<file path="src/rtl/sdram_pkg.sv">
`default_nettype none
// ============================================================================
//  Module      : sdram_pkg
//  Description : Shared SDRAM definitions for the init, refresh, write, read
//                and arbiter blocks: command encodings {cs_n,ras_n,cas_n,we_n},
//                default timing values and the linear address layout.
//  Revision    : 1.0 - initial release
// ============================================================================
package sdram_pkg;

   // Command encodings {cs_n, ras_n, cas_n, we_n}
   localparam logic [3:0] CMD_NOP  = 4'b0111;
   localparam logic [3:0] CMD_ACT  = 4'b0011;
   localparam logic [3:0] CMD_READ = 4'b0101;
   localparam logic [3:0] CMD_PRE  = 4'b0010;

   // Default device timing, in clk cycles / words
   localparam int CAS_LAT_DEF   = 3;
   localparam int BURST_LEN_DEF = 4;
   localparam int TRCD_DEF      = 2;
   localparam int TRP_DEF       = 2;

   // Linear word address {bank, row, col}; incrementing it as a plain vector
   // carries col into row and row into bank.
   typedef struct packed {
      logic [1:0]  bank;
      logic [11:0] row;
      logic [8:0]  col;
   } sdram_addr_t;

endpackage
`default_nettype wire

</file>
<file path="src/rtl/sdram_rd_capture.sv">
`default_nettype none
// ============================================================================
//  Module      : sdram_rd_capture
//  Description : Read-data capture. A CAS_LAT+1 deep shift register carries a
//                per-beat valid flag alongside the SDRAM latency; the data
//                register samples the DQ bus on the edge where a beat's word
//                is on the bus.
//  Ports       : clk, rst       - clock, asynchronous active-high reset
//                beat_i         - high in every cycle of a read burst
//                dq_i [15:0]    - SDRAM data bus
//                data_o [15:0]  - registered read word
//                vld_o          - data_o qualifier
//  Revision    : 1.0 - initial release
// ============================================================================
module sdram_rd_capture #(
   parameter int CAS_LAT = 3
) (
   input  logic        clk,
   input  logic        rst,
   input  logic        beat_i,
   input  logic [15:0] dq_i,
   output logic [15:0] data_o,
   output logic        vld_o
);

   logic [CAS_LAT:0] vld_sr_q;
   logic [15:0]      data_q;

   always_ff @(posedge clk or posedge rst) begin
      if (rst) begin
         vld_sr_q <= '0;
         data_q   <= 16'h0000;
      end else begin
         vld_sr_q <= {vld_sr_q[CAS_LAT-1:0], beat_i};
         // Tap CAS_LAT-1 is high in the cycle the beat's word is on dq_i;
         // the flag and the word then leave the pipeline together.
         if (vld_sr_q[CAS_LAT-1]) begin
            data_q <= dq_i;
         end
      end
   end

   assign data_o = data_q;
   assign vld_o  = vld_sr_q[CAS_LAT];

endmodule
`default_nettype wire

</file>
<file path="src/rtl/sdram_read.sv">
`default_nettype none
// ============================================================================
//  Module      : sdram_read
//  Description : SDRAM read job engine. Latches a job (start address, length),
//                requests the bus, opens the row, streams back-to-back READ
//                bursts and closes the row with PRECHARGE-all. A job is split
//                into several bus tenures on column wrap or refresh request,
//                resuming at the saved address.
//  Ports       : clk, rst                  - clock, async active-high reset
//                rd_trig/rd_start_addr/rd_len - job start
//                rd_en, ref_req            - arbiter grant, refresh request
//                rd_req, rd_end, rd_busy   - arbiter handshake / status
//                rd_cmd, rd_bank, rd_addr  - SDRAM command/address bus
//                sdram_dq                  - SDRAM data bus
//                rd_data, rd_data_vld      - read data stream
//  Revision    : 1.0 - initial release
// ============================================================================
module sdram_read
   import sdram_pkg::*;
#(
   parameter int CAS_LAT   = CAS_LAT_DEF,
   parameter int BURST_LEN = BURST_LEN_DEF,
   parameter int TRCD      = TRCD_DEF,
   parameter int TRP       = TRP_DEF
) (
   input  logic        clk,
   input  logic        rst,
   input  logic        rd_trig,
   input  logic [22:0] rd_start_addr,
   input  logic [9:0]  rd_len,
   input  logic        rd_en,
   input  logic        ref_req,
   output logic        rd_req,
   output logic        rd_end,
   output logic [3:0]  rd_cmd,
   output logic [1:0]  rd_bank,
   output logic [11:0] rd_addr,
   input  logic [15:0] sdram_dq,
   output logic [15:0] rd_data,
   output logic        rd_data_vld,
   output logic        rd_busy
);

   localparam logic [3:0] S_IDLE      = 4'd0;
   localparam logic [3:0] S_REQ       = 4'd1;
   localparam logic [3:0] S_ACT       = 4'd2;
   localparam logic [3:0] S_TRCD_WAIT = 4'd3;
   localparam logic [3:0] S_READ      = 4'd4;
   localparam logic [3:0] S_DRAIN     = 4'd5;
   localparam logic [3:0] S_PRE       = 4'd6;
   localparam logic [3:0] S_TRP_WAIT  = 4'd7;
   localparam logic [3:0] S_END       = 4'd8;

   // Terminal counts; the wait-state ones are only reached when the delay > 1.
   localparam logic [7:0]  c_BURST_LAST = 8'(BURST_LEN - 1);
   localparam logic [7:0]  c_TRCD_LAST  = 8'(TRCD - 2);
   localparam logic [7:0]  c_TRP_LAST   = 8'(TRP - 2);
   localparam logic [7:0]  c_DRAIN_LAST = 8'(CAS_LAT - 1);
   localparam logic [22:0] c_ADDR_STEP  = 23'(BURST_LEN);
   localparam logic [9:0]  c_LEN_STEP   = 10'(BURST_LEN);

   logic [3:0]  state_q, state_d;
   logic [7:0]  cnt_q,   cnt_d;
   logic [22:0] addr_q,  addr_d;   // address of the next burst to read
   logic [9:0]  rem_q,   rem_d;    // words still to be read
   sdram_addr_t w_addr;

   assign w_addr = addr_q;

   always_ff @(posedge clk or posedge rst) begin
      if (rst) begin
         state_q <= S_IDLE;
         cnt_q   <= 8'd0;
         addr_q  <= 23'd0;
         rem_q   <= 10'd0;
      end else begin
         state_q <= state_d;
         cnt_q   <= cnt_d;
         addr_q  <= addr_d;
         rem_q   <= rem_d;
      end
   end

   always_comb begin
      state_d = state_q;
      cnt_d   = cnt_q;
      addr_d  = addr_q;
      rem_d   = rem_q;
      case (state_q)
         S_IDLE: begin
            if (rd_trig && (rd_len != 10'd0)) begin
               addr_d  = rd_start_addr;
               rem_d   = rd_len;
               state_d = S_REQ;
            end
         end
         S_REQ: begin
            if (rd_en) begin
               state_d = S_ACT;
            end
         end
         S_ACT: begin
            cnt_d   = 8'd0;
            state_d = (TRCD > 1) ? S_TRCD_WAIT : S_READ;
         end
         S_TRCD_WAIT: begin
            if (cnt_q == c_TRCD_LAST) begin
               cnt_d   = 8'd0;
               state_d = S_READ;
            end else begin
               cnt_d = cnt_q + 8'd1;
            end
         end
         S_READ: begin
            // The READ goes out on beat 0, so the pointer moves on there.
            if (cnt_q == 8'd0) begin
               addr_d = addr_q + c_ADDR_STEP;
               rem_d  = rem_q - c_LEN_STEP;
            end
            // Burst boundary: a column of 0 after the step means the row ended.
            if (cnt_q == c_BURST_LAST) begin
               cnt_d = 8'd0;
               if ((rem_d == 10'd0) || (addr_d[8:0] == 9'd0) || ref_req) begin
                  state_d = S_DRAIN;
               end
            end else begin
               cnt_d = cnt_q + 8'd1;
            end
         end
         S_DRAIN: begin
            // The last burst word is captured on the final edge of this state.
            if (cnt_q == c_DRAIN_LAST) begin
               cnt_d   = 8'd0;
               state_d = S_PRE;
            end else begin
               cnt_d = cnt_q + 8'd1;
            end
         end
         S_PRE: begin
            cnt_d   = 8'd0;
            state_d = (TRP > 1) ? S_TRP_WAIT : S_END;
         end
         S_TRP_WAIT: begin
            if (cnt_q == c_TRP_LAST) begin
               cnt_d   = 8'd0;
               state_d = S_END;
            end else begin
               cnt_d = cnt_q + 8'd1;
            end
         end
         S_END: begin
            state_d = (rem_q != 10'd0) ? S_REQ : S_IDLE;
         end
         default: begin
            state_d = S_IDLE;
         end
      endcase
   end

   // Command bus: NOP with a quiet address unless a command is issued.
   always_comb begin
      rd_cmd  = CMD_NOP;
      rd_bank = 2'b00;
      rd_addr = 12'h000;
      case (state_q)
         S_ACT: begin
            rd_cmd  = CMD_ACT;
            rd_bank = w_addr.bank;
            rd_addr = w_addr.row;
         end
         S_READ: begin
            if (cnt_q == 8'd0) begin
               rd_cmd  = CMD_READ;
               rd_bank = w_addr.bank;
               rd_addr = {3'b000, w_addr.col};
            end
         end
         S_PRE: begin
            rd_cmd  = CMD_PRE;
            rd_addr = 12'h400;   // A10 high: precharge all banks
         end
         default: begin
         end
      endcase
   end

   assign rd_req  = (state_q == S_REQ);
   assign rd_end  = (state_q == S_END);
   assign rd_busy = (state_q != S_IDLE);

   sdram_rd_capture #(
      .CAS_LAT (CAS_LAT)
   ) u_capture (
      .clk    (clk),
      .rst    (rst),
      .beat_i (state_q == S_READ),
      .dq_i   (sdram_dq),
      .data_o (rd_data),
      .vld_o  (rd_data_vld)
   );

endmodule
`default_nettype wire

</file>
<file path="config.mk">
export PLATFORM = sky130hd
export DESIGN_NAME = sdram_read
export DESIGN_NICKNAME = d
export VERILOG_FILES = /design/src/rtl/sdram_pkg.sv /design/src/rtl/sdram_rd_capture.sv /design/src/rtl/sdram_read.sv
export SDC_FILE = /design/constraint.sdc
export NUM_CORES = 1
export LEC_CHECK = 0
export BUFFER_PORTS_ARGS = -buffer_cell sky130_fd_sc_hd__buf_2
export CAP_MARGIN = 40
export CORE_MARGIN = 2
export CORE_UTILIZATION = 48
export CTS_CLUSTER_DIAMETER = 200
export DETAILED_ROUTE_END_ITERATION = 8
export PLACE_DENSITY = 0.87
export SLEW_MARGIN = 10
export SYNTH_ARGS = -nofsm -noshare
export SYNTH_HDL_FRONTEND = slang
export SYNTH_SLANG_ARGS = --single-unit
</file>
<file path="constraint.sdc">
create_clock -name clk -period 2.4 [get_ports clk]
set_clock_uncertainty 0.05 [all_clocks]
set_input_delay 0.12 -clock clk [delete_from_list [all_inputs] [get_ports clk]]
set_output_delay 0.12 -clock clk [all_outputs]
set_load 0.05 [all_outputs]
</file>
==> flow_summary_export.csv <==
group,metric,value,unit
detailed_routing,vias,3709,
detailed_routing,wl,10730,um
setup_path,rrSetupSlack,-0.0002,ns
die,die-width,90.86,um
sta,relSlewSlack,0.5583,
hold_path,holdPathEnd,"rem_q[2]",
clock_network,cts_tree,"done",
setup_path,cp_num_buf_inv,1,
clock_network,path_clk_slew,0.09,ns
logic_synthesis,synth-seq-cells,65,
hold_path,min_from,"rd_len[2]",
outcome,violations,"setup timing",
logic_synthesis,async_flop_share,1.000,
sta,hold_violations,0,
global_routing,grt_use_total,0.2664,
die,ios,92,
detailed_routing,wire_per_inst,16.33,um
logic_synthesis,synth_compound_area_frac,0.1918,
global_routing,grt_pass1_wl,17570,um
setup_path,max_stage_delay,0.42,ns
power,internal_power,3.458,mW
sta,setup_viol,1,
setup_path,cp_top_family,"simple AND/OR/NAND/NOR gates",
logic_synthesis,yosysTopAreaCell,"dfrtp_1",
logic_synthesis,ys_seq_area_frac,0.4492,
detailed_routing,via_per_inst,5.645,
power,comb_power_share,0.545,
logic_synthesis,yosysUniqueCellTypes,59,
cells_and_area,area_growth,39.53,%
power,power,6.797,mW
setup_path,r2r_cells,8,
power,switchingPower,3.339,mW
logic_synthesis,synth_top_family_by_area,"simple AND/OR/NAND/NOR gates",
detailed_routing,ant_nets,0,
logic_synthesis,synth_top_flop_cell,"dfrtp_1",
sta,rsz0062_at_grt,"true",
setup_path,required,2.60,ns
die,rows,31,
sta,maxSlewViolCount,0,
global_routing,antenna_found_initial,0,
logic_synthesis,synth_top_area_share,0.4492,
cells_and_area,drive_gt1_frac,0.3011,
placed_design,io_buffers,90,
detailed_routing,dr.pass1.iters,5,
clock_network,cts_htree_levels,3,
logic_synthesis,synth_fa_ha_area_frac,0.02073,
logic_synthesis,synth_nets,458,
logic_synthesis,ys_warn_count,0,
placed_design,place.detailed.hpwl,7079,um
clock_network,clock-sinks,65,
setup_path,critical_path_class,"register to register",
setup_path,reg2reg_from,"cnt_q[6]",
power,leakagePower,2.321,nW
setup_path,start_kind,"register",
sta,min_period,2.400,ns
cells_and_area,final_util,0.6929,
global_routing,grt_overflow,0,
hold_path,hold_path.class,"input port to register",
hold_path,whs_path_depth,3,
setup_path,end_kind,"register",
global_routing,grt_pass1_vias,3700,
sta,fmax,416.6,MHz
logic_synthesis,synth_edf_count,0,
global_routing,met1_usage,0.3148,
logic_synthesis,syn_inst,398,
logic_synthesis,syn_avg_cell_area,9.098,sq um
die,coreArea,7292,sq um
clock_network,numCtsBuffers,9,
power,pwr-share-clk,0.143,
logic_synthesis,syn-cell-area,3621,sq um
logic_synthesis,synth_xor_area_frac,0.02177,
die,die-area,8255,sq um
clock_network,cts-root-buf,"clkbuf_8",
power,vdd_drop_max,0.7992,mV
sta,finalCritPeriodShare,1.000,
setup_path,crit_arrival,2.60,ns
placed_design,gp_congestion,0.9127,
sta,worstMarginPinSlew,0.6625,ns
setup_path,critical_path.cell_chain,"nor4_4 > buf_4 > nand4_1 > xnor2_1 > and4_1 > a2111oi_4 > nor2_1 > mux2_1",
logic_synthesis,synthMuxAreaShare,0.05287,
die,die_height,90.86,um
cells_and_area,diodes,0,
job,maxCapViolCount,0,
power,seqPwrFrac,0.312,
placed_design,pre_cts_ws,-0.003554,ns
sta,finalWorstSetupSlack,-0.0001525,ns
die,initial_core_util,0.4966,
logic_synthesis,synthSimpleGateAreaFrac,0.2263,
outcome,status,"finished, violations left",
detailed_routing,drtIter0Drc,317,
global_routing,met3_usage,0.06594,
global_routing,busiest_layer,"met2",
global_routing,grt_max_degree,41,
clock_network,cts_buffer_depth,2,
setup_path,worstReg2RegEnd,"state_q[0]",
power,p_sw_frac,0.4913,
setup_path,crit_fanout,4,
cells_and_area,nNetsFinal,613,
logic_synthesis,synth.area.top_cells,"dfrtp_1 45%, nand2_1 6.3%, mux2_2 5.0%",
detailed_routing,drc,0,
setup_path,crit_path_top_delay_cell,"dfrtp_1",
clock_network,insertion_delay,0.37,ns
power,power.density,1345,nW/um^2
global_routing,use_met2,0.4708,
## metal layers
metal  wire [um]  vias up
met4         242        0
met3         750       22
met2        5486      176
met5           0        -
met1        4248     1764
li1            -     1747
## state kept, by name, summed over array words and instances (netlist names)
register,count
addr_q,23
u_capture.data_o,16
rem_q,10
cnt_q,8
state_q,4
u_capture.vld_sr_q,4
## cell usage after synthesis, drive strengths merged (2+ instances only)
master  instances
o311ai          3
o211ai          7
a211oi          3
dfrtp          65
inv            13
clkbuf         14
o21ai          27
nor2           35
ha              6
nand2          61
and4            2
a32o            2
a22o           10
xor2            5
a22oi           4
nor3           11
nand3          14
buf             4
or3             4
or2             3
nor2b           2
nor4            4
and3           10
o21a            3
o22ai           2
a21oi          32
nand4          10
mux2           17
and2            4
a31oi           2
xnor2           4
## cell usage in the layout, fill, tap and decap left out, types with 5 or more instances in the layout
master | Yosys | final
a21oi_1 | 31 | 31
a22o_1 | 10 | 10
and3_1 | 10 | 10
buf_2 | 2 | 82
buf_4 | 2 | 30
clkbuf_8 | 0 | 9
dfrtp_1 | 65 | 65
dlygate4sd3_1 | 0 | 45
ha_1 | 6 | 5
inv_1 | 11 | 10
mux2_2 | 16 | 16
nand2_1 | 61 | 61
nand3_1 | 13 | 13
nand4_1 | 10 | 10
nor2_1 | 34 | 33
nor3_1 | 11 | 10
o211ai_1 | 7 | 7
o21ai_0 | 22 | 21
o21ai_1 | 5 | 6
xor2_1 | 5 | 5
## cell families (layout without fill, tap and decap cells)
| logic type | after synthesis | in the layout |
|---|---|---|
| flops | 65 | 65 |
| simple gates | 165 | 165 |
| buf+inv | 32 | 192 |
| fa+ha+maj | 6 | 6 |
| xor+xnor | 9 | 9 |
| other cells | 1 | 1 |
| mux | 17 | 17 |
| compound gates | 103 | 103 |
## final cells by class
type,count,area [sq um]
fillers,554,2240
multi-input cells,301,1903
flip-flops and latches,65,1627
inverters,14,53.80
repair buffers,162,1140
well taps,99,123.9
clock buffers,9,123.9
clock inverters,7,81.33
## metrics by stage
step	hold slack, ns	TNS, ns	instance area, sq um	std cells
2_1_floorplan	0.1754	0	3627	398
3_3_place_gp	0.1615	0	4324	594
3_5_place_dp	0.1777	-0.003554	4324	594
4_1_cts	0.007018	-0.01420	5006	655
5_1_grt	0.006119	-0.2694	5052	657
6_report	0.002719	-0.0001525	5052	657
## how the worst max path moves through the flow
stage | startpoint | slack, ns | end | cells past startpoint
after floorplan | cnt_q[2] | 0.01 | state_q[2] | 9
after global placement | cnt_q[2] | 0.04 | state_q[0] | 8
after detailed placement | cnt_q[2] | -0.004 | state_q[0] | 8
after CTS | cnt_q[6] | -0.01 | state_q[0] | 8
after global routing | cnt_q[2] | -0.13 | state_q[0] | 8
final | cnt_q[6] | -0.0002 | state_q[0] | 8
## power groups by stage
| stage | sequential, mW | combinational (mW) | clock, mW |
|---|---|---|---|
| 5_1_grt | 2.19 | 3.99 | 1.02 |
| 3_3_place_gp | 2.05 | 3.41 | 0 |
| 2_1_floorplan | 2.42 | 2.16 | 0 |
| 3_5_place_dp | 2.09 | 3.49 | 0 |
| 4_1_cts | 2.08 | 3.60 | 0.986 |
| 6_report | 2.12 | 3.71 | 0.972 |
## tightest hold or removal path, stage by stage
cell      delay (ns)
buf_2           0.11
nor2_1          0.10
a211oi_1        0.05
## what timing repair did
| item | 4_1_cts | 5_1_grt |
|---|---|---|
| resized for setup | 8 | 6 |
| hold buffers | 45 | 0 |
| endpoints found under the setup margin | 10 | 11 |
| pin swaps | 0 | 1 |
| hold endpoints to repair | 69 | 0 |
| setup buffers | 0 | 2 |
No activity file was read; power rests on OpenSTA's default activity.
